[src/rtl/recv_id_pkg.sv]
// Shared definitions for the ID receive path: expected ID bytes, FSM encoding,
// default register addresses, idle-timeout constant and status-word bit positions.
package recv_id_pkg;

    typedef enum logic [1:0] {
        ST_IDLE = 2'd0,
        ST_RECV = 2'd1,
        ST_DONE = 2'd2,
        ST_ERR  = 2'd3
    } state_t;

    // ASCII "2023211013", first character in the most significant byte.
    localparam int                    EXP_ID_LEN = 10;
    localparam logic [8*EXP_ID_LEN-1:0] EXP_ID   = 80'h32_30_32_33_32_31_31_30_31_33;

    localparam logic [31:0] DATA_ADDR_DEF = 32'h3000_0010;
    localparam logic [31:0] STAT_ADDR_DEF = 32'h3000_0014;

    localparam logic [23:0] TIMEOUT_CYC = 24'd1_000_000;

    localparam int STAT_NEMPTY = 0;
    localparam int STAT_FULL   = 1;
    localparam int STAT_DONE   = 2;
    localparam int STAT_MATCH  = 3;
    localparam int STAT_ERR    = 4;
    localparam int STAT_TMO    = 5;

    function automatic logic [7:0] exp_byte(input int idx);
        logic [7:0] b;
        b = 8'h00;
        if (idx >= 0 && idx < EXP_ID_LEN)
            b = EXP_ID[8*(EXP_ID_LEN-1-idx) +: 8];
        return b;
    endfunction

endpackage

[src/rtl/rx_fifo.sv]
// Synchronous byte FIFO with flush; combinational head, push/pop/count update at the edge.
// No internal backpressure: the owner pushes when full only together with a pop; flush wins over both.
module rx_fifo #(
    parameter  int DEPTH = 16,
    localparam int AW    = $clog2(DEPTH),
    localparam int CW    = AW + 1
) (
    input  logic          i_clk,
    input  logic          i_rst,
    input  logic          i_flush,
    input  logic          i_push,
    input  logic [7:0]    i_dat,
    input  logic          i_pop,
    output logic [7:0]    o_head,
    output logic          o_full,
    output logic          o_empty,
    output logic [CW-1:0] o_count
);

    logic [7:0]    r_mem [DEPTH];
    logic [AW-1:0] r_wr_ptr;
    logic [AW-1:0] r_rd_ptr;
    logic [CW-1:0] r_count;
    logic          w_push;
    logic          w_pop;

    assign w_push = i_push && !i_flush;
    assign w_pop  = i_pop && !i_flush && !o_empty;

    always_ff @(posedge i_clk) begin
        if (w_push)
            r_mem[r_wr_ptr] <= i_dat;
    end

    always_ff @(posedge i_clk or posedge i_rst) begin
        if (i_rst) begin
            r_wr_ptr <= '0;
            r_rd_ptr <= '0;
            r_count  <= '0;
        end else if (i_flush) begin
            r_wr_ptr <= '0;
            r_rd_ptr <= '0;
            r_count  <= '0;
        end else begin
            if (w_push)
                r_wr_ptr <= r_wr_ptr + 1'b1;
            if (w_pop)
                r_rd_ptr <= r_rd_ptr + 1'b1;
            if (w_push && !w_pop)
                r_count <= r_count + 1'b1;
            else if (w_pop && !w_push)
                r_count <= r_count - 1'b1;
        end
    end

    assign o_head  = r_mem[r_rd_ptr];
    assign o_full  = (r_count == CW'(DEPTH));
    assign o_empty = (r_count == '0);
    assign o_count = r_count;

endmodule

[src/rtl/recv_id.sv]
// ID receive path: buffers UART RX bytes, matches them against the student ID, status registered (1 cycle), rdata_o combinational.
// A strobe into a full FIFO with no same-cycle pop is dropped and raises ERR; optional RECV_TIMEOUT_EN adds an idle timeout in RECV.
module recv_id
    import recv_id_pkg::*;
#(
    parameter int          FIFO_DEPTH = 16,
    parameter int          ID_LEN     = 10,
    parameter logic [31:0] DATA_ADDR  = DATA_ADDR_DEF,
    parameter logic [31:0] STAT_ADDR  = STAT_ADDR_DEF
) (
    input  logic        clk,
    input  logic        rst,
    input  logic        recv_start_i,
    input  logic        rx_valid_i,
    input  logic [7:0]  rx_data_i,
    input  logic        rx_err_i,
    input  logic        ex_mem_req_i,
    input  logic        ex_mem_we_i,
    input  logic [31:0] ex_mem_raddr_i,
    output logic [31:0] rdata_o,
    output logic        busy_o,
    output logic        done_o,
    output logic        match_o,
    output logic        err_o
);

    localparam int CW = $clog2(FIFO_DEPTH) + 1;
    localparam int IW = $clog2(ID_LEN + 1);

    state_t        r_state;
    state_t        w_state_nxt;
    logic [IW-1:0] r_idx;
    logic [IW-1:0] w_idx_nxt;
    logic          r_mflag;
    logic          w_mflag_nxt;
    logic          r_busy;
    logic          r_done;
    logic          r_match;
    logic          r_err;
    logic          w_push;
    logic          w_flush;
    logic          w_pop;
    logic          w_full;
    logic          w_empty;
    logic [7:0]    w_head;
    logic [CW-1:0] w_count;
    logic          w_ld;
    logic          w_ld_data;
    logic          w_ld_stat;
    logic [31:0]   w_stat;
    logic          w_tmo_flag;

    assign w_ld      = ex_mem_req_i && !ex_mem_we_i;
    assign w_ld_data = w_ld && (ex_mem_raddr_i == DATA_ADDR);
    assign w_ld_stat = w_ld && (ex_mem_raddr_i == STAT_ADDR);
    assign w_pop     = w_ld_data && !w_empty;

    rx_fifo #(
        .DEPTH (FIFO_DEPTH)
    ) u_fifo (
        .i_clk   (clk),
        .i_rst   (rst),
        .i_flush (w_flush),
        .i_push  (w_push),
        .i_dat   (rx_data_i),
        .i_pop   (w_pop),
        .o_head  (w_head),
        .o_full  (w_full),
        .o_empty (w_empty),
        .o_count (w_count)
    );

`ifdef RECV_TIMEOUT_EN
    logic [23:0] r_idle_cnt;
    logic        r_tmo;
    logic        w_tmo_hit;
    logic        w_tmo_set;

    assign w_tmo_hit  = (r_idle_cnt == TIMEOUT_CYC);
    assign w_tmo_flag = r_tmo;

    always_ff @(posedge clk or posedge rst) begin
        if (rst)
            r_idle_cnt <= '0;
        else if (r_state != ST_RECV || rx_valid_i)
            r_idle_cnt <= '0;
        else
            r_idle_cnt <= r_idle_cnt + 1'b1;
    end

    always_ff @(posedge clk or posedge rst) begin
        if (rst)
            r_tmo <= 1'b0;
        else
            r_tmo <= (w_state_nxt == ST_ERR) && (r_tmo || w_tmo_set);
    end
`else
    assign w_tmo_flag = 1'b0;
`endif

    always_comb begin
        w_state_nxt = r_state;
        w_idx_nxt   = r_idx;
        w_mflag_nxt = r_mflag;
        w_push      = 1'b0;
        w_flush     = 1'b0;
`ifdef RECV_TIMEOUT_EN
        w_tmo_set   = 1'b0;
`endif
        case (r_state)
            ST_IDLE: begin
                if (recv_start_i) begin
                    w_state_nxt = ST_RECV;
                    w_idx_nxt   = '0;
                    w_mflag_nxt = 1'b1;
                    w_flush     = 1'b1;
                end
            end
            ST_RECV: begin
                // Dropping the enable aborts the frame; line errors win over a same-cycle byte.
                if (!recv_start_i) begin
                    w_state_nxt = ST_IDLE;
                    w_flush     = 1'b1;
                end else if (rx_err_i) begin
                    w_state_nxt = ST_ERR;
                end else if (rx_valid_i) begin
                    if (w_full && !w_pop) begin
                        w_state_nxt = ST_ERR;
                    end else begin
                        w_push    = 1'b1;
                        w_idx_nxt = r_idx + 1'b1;
                        if (rx_data_i != exp_byte(int'(r_idx)))
                            w_mflag_nxt = 1'b0;
                        if (int'(r_idx) + 1 == ID_LEN)
                            w_state_nxt = ST_DONE;
                    end
                end
`ifdef RECV_TIMEOUT_EN
                else if (w_tmo_hit) begin
                    w_state_nxt = ST_ERR;
                    w_tmo_set   = 1'b1;
                end
`endif
            end
            default: begin
                if (!recv_start_i)
                    w_state_nxt = ST_IDLE;
            end
        endcase
    end

    always_ff @(posedge clk or posedge rst) begin
        if (rst) begin
            r_state <= ST_IDLE;
            r_idx   <= '0;
            r_mflag <= 1'b1;
            r_busy  <= 1'b0;
            r_done  <= 1'b0;
            r_match <= 1'b0;
            r_err   <= 1'b0;
        end else begin
            r_state <= w_state_nxt;
            r_idx   <= w_idx_nxt;
            r_mflag <= w_mflag_nxt;
            r_busy  <= (w_state_nxt == ST_RECV);
            r_done  <= (w_state_nxt == ST_DONE);
            r_match <= (w_state_nxt == ST_DONE) && w_mflag_nxt;
            r_err   <= (w_state_nxt == ST_ERR);
        end
    end

    assign busy_o  = r_busy;
    assign done_o  = r_done;
    assign match_o = r_match;
    assign err_o   = r_err;

    always_comb begin
        w_stat              = '0;
        w_stat[15:8]        = 8'(w_count);
        w_stat[STAT_TMO]    = w_tmo_flag;
        w_stat[STAT_ERR]    = r_err;
        w_stat[STAT_MATCH]  = r_match;
        w_stat[STAT_DONE]   = r_done;
        w_stat[STAT_FULL]   = w_full;
        w_stat[STAT_NEMPTY] = !w_empty;
        rdata_o = '0;
        if (w_ld_data)
            rdata_o = {24'h0, (w_empty ? 8'h00 : w_head)};
        else if (w_ld_stat)
            rdata_o = w_stat;
    end

endmodule

[config.mk]
export PLATFORM = sky130hd
export DESIGN_NAME = recv_id
export DESIGN_NICKNAME = d
export VERILOG_FILES = /design/src/rtl/recv_id_pkg.sv /design/src/rtl/rx_fifo.sv /design/src/rtl/recv_id.sv
export SDC_FILE = /design/constraint.sdc
export NUM_CORES = 1
export LEC_CHECK = 0
export CORE_AREA = 2 2 112 114
export CTS_CLUSTER_SIZE = 24
export DETAILED_ROUTE_END_ITERATION = 16
export DIE_AREA = 0 0 114 116
export GPL_ROUTABILITY_DRIVEN = 0
export GPL_TIMING_DRIVEN = 0
export PLACE_DENSITY = 0.83
export REMOVE_ABC_BUFFERS = 1
export SYNTH_ARGS = -nofsm -noshare
export SYNTH_HDL_FRONTEND = slang
export SYNTH_SLANG_ARGS = --single-unit
[constraint.sdc]
create_clock -name clk -period 9.15 [get_ports clk]
set_input_delay 1.83 -clock clk [delete_from_list [all_inputs] [get_ports clk]]
set_output_delay 1.83 -clock clk [all_outputs]
set_load 0.1 [all_outputs]
# After elaboration in Yosys (flattened, before gate mapping)
# Memory sizes are Yosys's and may differ from the RTL's.
# Cells that the tools add are included.
dict set report totals {
  register_bits 24
  ram_bits 128
  input_bits 47
  output_inout_bits 36
  wordCells 105
  n_memories 1
}
dict set report classes {
  addsub 7
  magnitude_cmp 1
  n_eq_ne 14
  shifts 1
  mux 47
  n_reduce_logical 24
}
# memory depth width rd rd_ports_with_merged_regs wr line
set memory_table {}
lappend memory_table {u_fifo.r_mem 16 8 1 0 1 rx_fifo.sv:20} ;# logic [7:0] r_mem [DEPTH];
# operator count
set op_table {}
lappend op_table {{$shiftx 80x8->8 const A} 1}
lappend op_table {{$eq 32x30->1 const B} 2}
lappend op_table {{$mux 8} 7}
lappend op_table {{$mux 4} 9}
lappend op_table {{$mux 13} 2}
lappend op_table {{$mux 1} 15}
lappend op_table {{$mux 5} 3}
lappend op_table {{$mux 2} 7}
lappend op_table {{$add 4x1->4 const B} 3}
lappend op_table {{$logic_and 1x1->1} 11}
lappend op_table {{$ne 2x2->1 const B} 5}
lappend op_table {{$ne 8x8->1} 1}
lappend op_table {{$pmux 4 s2} 1}
lappend op_table {{$logic_not 1->1} 6}
lappend op_table {{$reduce_and 6->1} 1}
lappend op_table {{$reduce_bool 2->1} 3}
lappend op_table {{$add 4x1->5 const B} 1}
lappend op_table {{$add 5x1->5 const B} 1}
lappend op_table {{$eq 5x4->1 const B} 1}
lappend op_table {{$eq 5x5->1 const B} 1}
lappend op_table {{$logic_not 5->1} 1}
lappend op_table {{$sub 4x4->5 const A} 1}
lappend op_table {{$sub 5x1->5 const B} 1}
lappend op_table {{$eq 2x1->1 const B} 2}
lappend op_table {{6 further kinds} 8}

# Logic depth before layout (Yosys ltp)
# Gate-level depths: netlist (run 1).
dict set report logic_depth {
  word_depth 19
  ltp_mapped 15
}

# By module
# Synthesis (run 1) repeated with hierarchy kept, for this count alone.
dict set report hier_totals {
  hier_cells 441
  hier_area_um2 7010.5
}
# mod n_inst cells_each area_each_um2 seq_area_each_um2
set modules_own_cells {}
lappend modules_own_cells {rx_fifo 1 301 5843.1 4169.0}
lappend modules_own_cells {recv_id 1 140 1167.4 276.5}

# Least setup slack after synthesis (run 1)
# Ideal clock, no wire load.
dict set report synth_timing {
  path_kind {input port to output port}
  startpoint {input ex_mem_raddr_i[1]}
  endpoint {output rdata_o[0]}
  arrival_time_ns 4.946
  path_slack_ns 2.374
  cell_stages 4
  cell_sequence {nor4_1 > nand4_2 > nor3_2 > nor3b_1}
}
dict set report synth_between {
  elab_chain_len 4
  elab_cells_between_ends 6
  cone_classes {2 x eq/ne; 2 x mux; 2 x reduce/logical}
}
# element line
set synth_lines {}
lappend synth_lines {{from (decl)} recv_id.sv:19} ;# input logic [31:0] ex_mem_raddr_i,
lappend synth_lines {{$eq 32x30->1} recv_id.sv:55} ;# assign w_ld_stat = w_ld && (ex_mem_raddr_i == STAT_ADDR);
lappend synth_lines {{$logic_and 1x1->1} recv_id.sv:55}
lappend synth_lines {{$mux 13} recv_id.sv:189} ;# else if (w_ld_stat)
lappend synth_lines {{$mux 13 (*)} recv_id.sv:187} ;# if (w_ld_data)
lappend synth_lines {{to (decl)} recv_id.sv:20} ;# output logic [31:0] rdata_o,
# Every way passes the cells marked *; elsewhere a longest branch is shown, timed or not.

# Worst setup path in the final report (run 1)
dict set report layout_timing {
  startpoint {input ex_mem_raddr_i[29]}
  endpoint {output rdata_o[1]}
}
# The elaborated chain is that of the path after synthesis.

==> impl_metrics.yaml, run 1 <==
run_status:
  status: "completed"
clock_network:
  cts_root_buf: "clkbuf_16"
  cts_hold_buffers: 0
  clockBufferDepth: 2
  cts_htree_levels: 4
  cts_buffers: 17
  numClockSinks: 152
  path_clk_slew_ns: 0.06
  cts_resized: 0
  insertion_delay_ns: 0.41
  cts_tree: "yes"
  postCtsSetupRepairBufs: 0
setup_path:
  cp_slowest_stage_delay_ns: 1.15
  crit_arrival_ns: 5.18
  crit_path_end_kind: "output port"
  path_class: "input pin to output port"
  critPathSlowestCell: "clkdlybuf4s50_1"
  rrSetupSlack_ns: 5.43
  crit_chain: "clkdlybuf4s50_1 -> nor4bb_1 -> nand3_1 -> nor3_2 -> or3b_2 -> o2bb2ai_1 -> clkdlybuf4s50_1"
  crit_path_frequent_cell: "clkdlybuf4s50_1"
  cp-start-kind: "input pin"
  required_ns: 7.32
  crit_fanout: 8
synthesis:
  netlist_instances: 434
  synth_compound_area_share_pct: 4.62
  ys_seq_area_share_pct: 63.4
  synth_fa_ha_area_share_pct: 2.78
  synthSimpleGateAreaFrac_pct: 10.3
  dominantRegCellSynth: "edfxtp_1"
  ys_warn_count: 0
  syn_area_per_cell_um2: 16.2
  syn_area_um2: 7020
  async_flop_share_pct: 15.8
  ys_seq_elements: 152
  ys_types: 61
  synth_top_family_by_area: "multiplexers"
  synth_mux_area_share_pct: 14.2
  synth_edf_count: 128
  synth_xor_area_share_pct: 0.999
worst_hold_path:
  min_path_type: "flop to flop"
placed_design:
  place_hpwl_um: 9620
  port_buffers: 63
  place_ws_ns: 2.13
  postPlaceCellArea_um2: 7700
cells_and_area:
  fin_nets: 561
  mostFrequentLayoutCell: "edfxtp_1"
  final_cell_mix: "edfxtp_1, clkdlybuf4s50_1, mux4_2"
  antennaDiodeCount: 0
  area_growth_syn_to_layout_pct: 18.5
  finish.instance_area_um2: 8310
  drive_gt1_share_pct: 16.7
sta:
  tns_ns: 0
  maxSlewHeadroom_pct: 31.2
  rsz0062_at_grt: "false"
  finalHoldViolCount: 0
  setup_violations: 0
  fin_skew_ns: 0.00736
  min_period_ns: 7.01
  timing.fmax_ghz: 0.143
  tightest_slew_ns: 1.03
  setup_ws_ns: 2.14
  finalCritPeriodShare_pct: 76.6
  drv_slew: 0
power:
  leakagePower_nw: 2.92
  power_mw: 1.75
  p_per_area_nw_per_um2: 210
  vdd_ir_drop_max_mv: 0.185
detailed_routing:
  first_pass_iters: 5
  drtIter0Drc: 373
  ant_nets: 0
  remaining_drc_errors: 0
  vias: 4085
  wl_per_cell_um: 22.3
  routed_wl_um: 14600
  via_per_inst: 6.22
global_routing:
  grt_pass1_wl_um: 22200
  grt_pass1_vias: 3965
  grt_max_degree: 36
  grtUsageTotal_pct: 22.8
  grt.overflow.total: 0
  grt_antenna_before_repair: 0
floorplan:
  dieHeight_um: 116
  rows: 40
  dieArea_um2: 13200
  die-width_um: 114
  initial_utilization_pct: 58.9
  ios: 83
  fp.coreArea_um2: 11900
flow_run:
  max-cap-violations: 0
-- through the flow --
| step | std cells | hold WS [ns] | utilization (%) |
|---|---|---|---|
| 6_report | 657 | 0.595 | 69.8 |
| 5_1_grt | 657 | 0.632 | 69.8 |
| 4_1_cts | 657 | 0.588 | 69.8 |
| 3_5_place_dp | 627 | 0.577 | 64.7 |
| 3_3_place_gp | 626 | 0.550 | 64.5 |
| 2_1_floorplan | 416 | 0.516 | - |
-- synthesized netlist by cell type, types with 3 or more instances --
cell type	n	share of area, %
edfxtp_1	128	55
mux4_2	40	13
dfrtp_1	23	8.2
nor2_1	21	1.1
buf_4	19	2.0
and3_1	17	1.5
nand2_1	15	0.80
ha_1	14	2.5
inv_1	11	0.59
and2_1	9	0.80
clkbuf_1	8	0.43
nor2b_1	8	0.71
o21ai_0	8	0.57
a21oi_1	7	0.50
buf_2	7	0.50
mux2i_1	7	1.0
nand2b_1	6	0.54
nor4_1	6	0.54
nand3_1	5	0.36
xnor2_1	5	0.62
a21o_1	4	0.43
nor3_1	4	0.29
nor3b_1	4	0.43
a22o_1	3	0.37
nand3b_1	3	0.32
nand4_1	3	0.27
o21a_1	3	0.32
or3_1	3	0.27
xor2_1	3	0.37
-- worst paths after layout --
kind | from | to | cells past startpoint
worst max-delay path | ex_mem_raddr_i[29] | rdata_o[1] | 7
worst min-delay path | u_fifo.o_count[4] | u_fifo.o_count[4] | 2
worst max register to register | u_fifo.o_count[0] | u_fifo.o_count[4] | 13
worst min register to register | u_fifo.o_count[4] | u_fifo.o_count[4] | 2
max in group asynchronous | rst | u_fifo.r_rd_ptr[2] | 2
min in group asynchronous | rst | u_fifo.o_count[2] | 2
-- state kept, by name, indices dropped and copies added (netlist names) --
name	flops
busy_o	1
done_o	1
err_o	1
match_o	1
r_idx	4
r_mflag	1
r_state	2
u_fifo.o_count	5
u_fifo.r_mem	128
u_fifo.r_rd_ptr	4
u_fifo.r_wr_ptr	4
-- report_power, final --
group | leakage (nW) | switching [mW] | internal (mW)
clock network | 0.294 | 0.266 | 0.453
logic | 1.16 | 0.141 | 0.0926
registers | 1.47 | 0.0266 | 0.766
total | 2.92 | 0.434 | 1.31
-- kinds of logic after synthesis --
logic type | Yosys count
flip-flops | 152
AND/OR/NAND/NOR | 118
multiplexers | 49
buffers and inverters | 47
AO/OA/AOI/OAI | 44
adder cells (fa/ha/maj) | 15
XOR/XNOR | 8
other | 1
-- per-layer routing --
| layer | GRT usage [%] | share of wire, % | vias up |
|---|---|---|---|
| li1 | - | - | 1801 |
| met1 | 31.7 | 40 | 2085 |
| met2 | 37.1 | 52 | 179 |
| met3 | 4.45 | 6.6 | 20 |
| met4 | 7.07 | 1.7 | 0 |
| met5 | 0 | 0 | - |
-- area by class of cell --
| type | instances | area [um^2] |
|---|---|---|
| clock buffers | 18 | 429 |
| clock inverters | 12 | 176 |
| fillers | 749 | 3600 |
| inverters | 11 | 41.3 |
| multi-input cells | 253 | 2380 |
| flip-flops and latches | 152 | 4450 |
| well taps | 147 | 184 |
| repair buffers | 64 | 651 |
-- worst max-delay path, delay by kind of cell --
| family | cells | cell delay (ns) |
|---|---|---|
| compound gates | 1 | 0.17 |
| buf+inv | 2 | 1.59 |
| simple gates | 4 | 1.58 |
Note: power is estimated with default switching activity, not from simulation.
==> run 2, diff against run 1 <==
- CORE_AREA: 2 2 112 114 -> 2 2 121 123
- DIE_AREA: 0 0 114 116 -> 0 0 123 125
- PLACE_DENSITY: 0.83 -> 0.75
- clock period: 9.15 -> 5.7 ns (I/O delays scaled with it)
==> run 2 against run 1 <==
Power up 57%. Clock power up 50%. Global-route usage down 2.5 points. Die area up 16%. Wire length down 0.53%. Sequential power up 60%. Utilization down 11 points. First-iteration DRC count up 16%. Via count down 1.3%. Critical endpoint is now rdata_o[7]. Highest routed layer unchanged.
==> impl_metrics.yaml, run 2 (same netlist as run 1, synthesis figures left out) <==
run_status:
  status: "completed"
floorplan:
  ios: 83
  dieArea_um2: 15400
  die-width_um: 123
  dieHeight_um: 125
  initial_utilization_pct: 49.4
  rows: 44
  fp.coreArea_um2: 14200
clock_network:
  cts_hold_buffers: 0
  cts_tree: "yes"
  cts_buffers: 17
  cts_root_buf: "clkbuf_16"
  cts_htree_levels: 4
  insertion_delay_ns: 0.42
  numClockSinks: 152
  clockBufferDepth: 2
  path_clk_slew_ns: 0.06
  postCtsSetupRepairBufs: 0
sta:
  setup_violations: 0
  maxSlewHeadroom_pct: 33.7
  tns_ns: 0
  min_period_ns: 5.36
  fin_skew_ns: 0.00506
  tightest_slew_ns: 0.991
  finalCritPeriodShare_pct: 94.0
  rsz0062_at_grt: "false"
  timing.fmax_ghz: 0.187
  finalHoldViolCount: 0
  drv_slew: 0
setup_path:
  required_ns: 4.56
  path_class: "input pin to output port"
  critPathSlowestCell: "dlygate4sd2_1"
  worstReg2RegStart: "u_fifo.o_count[0]"
  reg2regPathDepth: 13
  cp_slowest_stage_delay_ns: 0.87
  crit_chain: "clkdlybuf4s50_1 -> nor4_1 -> nand4_2 -> nor3_2 -> or3b_2 -> nor2b_1 -> dlygate4sd2_1"
  crit_arrival_ns: 4.22
  critPathTopFamily: "simple AND/OR/NAND/NOR gates"
  crit_fanout: 8
  cp-startpoint: "ex_mem_raddr_i[0]"
  crit_path_end_kind: "output port"
  cp_num_buf_inv: 2
  cp-start-kind: "input pin"
  path_depth: 7
power:
  p_per_area_nw_per_um2: 328
  leakagePower_nw: 2.94
  vdd_ir_drop_max_mv: 0.306
  power_mw: 2.73
detailed_routing:
  drtIter0Drc: 431
  routed_wl_um: 14600
  remaining_drc_errors: 0
  via_per_inst: 5.79
  vias: 4031
  first_pass_iters: 5
  ant_nets: 0
  wl_per_cell_um: 20.9
cells_and_area:
  fin_nets: 561
  nFillCells: 1034
  drive_gt1_share_pct: 17.0
  antennaDiodeCount: 0
  area_growth_syn_to_layout_pct: 18.7
  largest_reg_flops: 128
  regMostFlops: "u_fifo.r_mem"
  final_cell_mix: "edfxtp_1, clkdlybuf4s50_1, mux4_2"
  mostFrequentLayoutCell: "edfxtp_1"
global_routing:
  grt_max_degree: 36
  grtUsageTotal_pct: 20.3
  grt_antenna_before_repair: 0
  grt_pass1_wl_um: 22800
  grt.overflow.total: 0
  grt_pass1_vias: 4161
worst_hold_path:
  hold_path.startpoint: "u_fifo.r_wr_ptr[0]"
  whs_path_depth: 1
  min_path_type: "flop to flop"
placed_design:
  place_hpwl_um: 9850
  port_buffers: 63
flow_run:
  max-cap-violations: 0
run 2: metal layers:
layer	GRT usage, %	vias to the layer above	share of wire, %
met5	0	-	0
met2	34.0	186	50
met4	5.15	0	1.0
met1	26.9	2030	41
li1	-	1799	-
met3	4.56	16	7.9
run 2: path summary, 6_finish.rpt:
path                                       to  slack (ns)
setup / recovery                   rdata_o[7]        0.34
hold / removal             u_fifo.r_wr_ptr[0]        0.58
setup reg to reg            u_fifo.o_count[4]        2.02
hold reg to reg            u_fifo.r_wr_ptr[0]        0.58
max in group asynchronous  u_fifo.r_rd_ptr[2]        3.82
min in group asynchronous  u_fifo.r_rd_ptr[0]        1.24
run 2: layout make-up:
class / instances / area, um^2 / share of cell area [%]
Sequential cell: 152 / 4450 / 53.4
Tap cell: 184 / 230 / 2.76
Inverter: 11 / 41.3 / 0.496
Clock inverter: 15 / 149 / 1.79
Clock buffer: 17 / 425 / 5.11
Multi-Input combinational cell: 253 / 2380 / 28.6
Timing Repair Buffer: 64 / 654 / 7.86
run 2: stage by stage:
stage	setup slack [ns]	cell area [um^2]	std cells	hold slack, ns	utilization (%)
after floorplan	0.231	6870	416	0.516	-
after global placement	0.0654	7730	663	0.548	54.4
after detailed placement	0.0316	7750	664	0.579	54.6
after CTS	0.0228	8320	696	0.584	58.6
after global routing	0.121	8330	696	0.606	58.6
final	0.341	8330	696	0.581	58.6
run 2: where the power goes:
| group | switching [mW] | total (mW) | internal (mW) | leakage [nW] |
|---|---|---|---|---|
| Combinational | 0.225 | 0.374 | 0.150 | 1.20 |
| Clock | 0.440 | 1.08 | 0.644 | 0.275 |
| Sequential | 0.0445 | 1.27 | 1.23 | 1.47 |
run 2: repair_timing:
| action | CTS | global route |
|---|---|---|
| setup endpoints to repair | 1 | 2 |
| cloned | 0 | 0 |
| hold endpoints to repair | 0 | 0 |
| gates resized for setup | 1 | 2 |
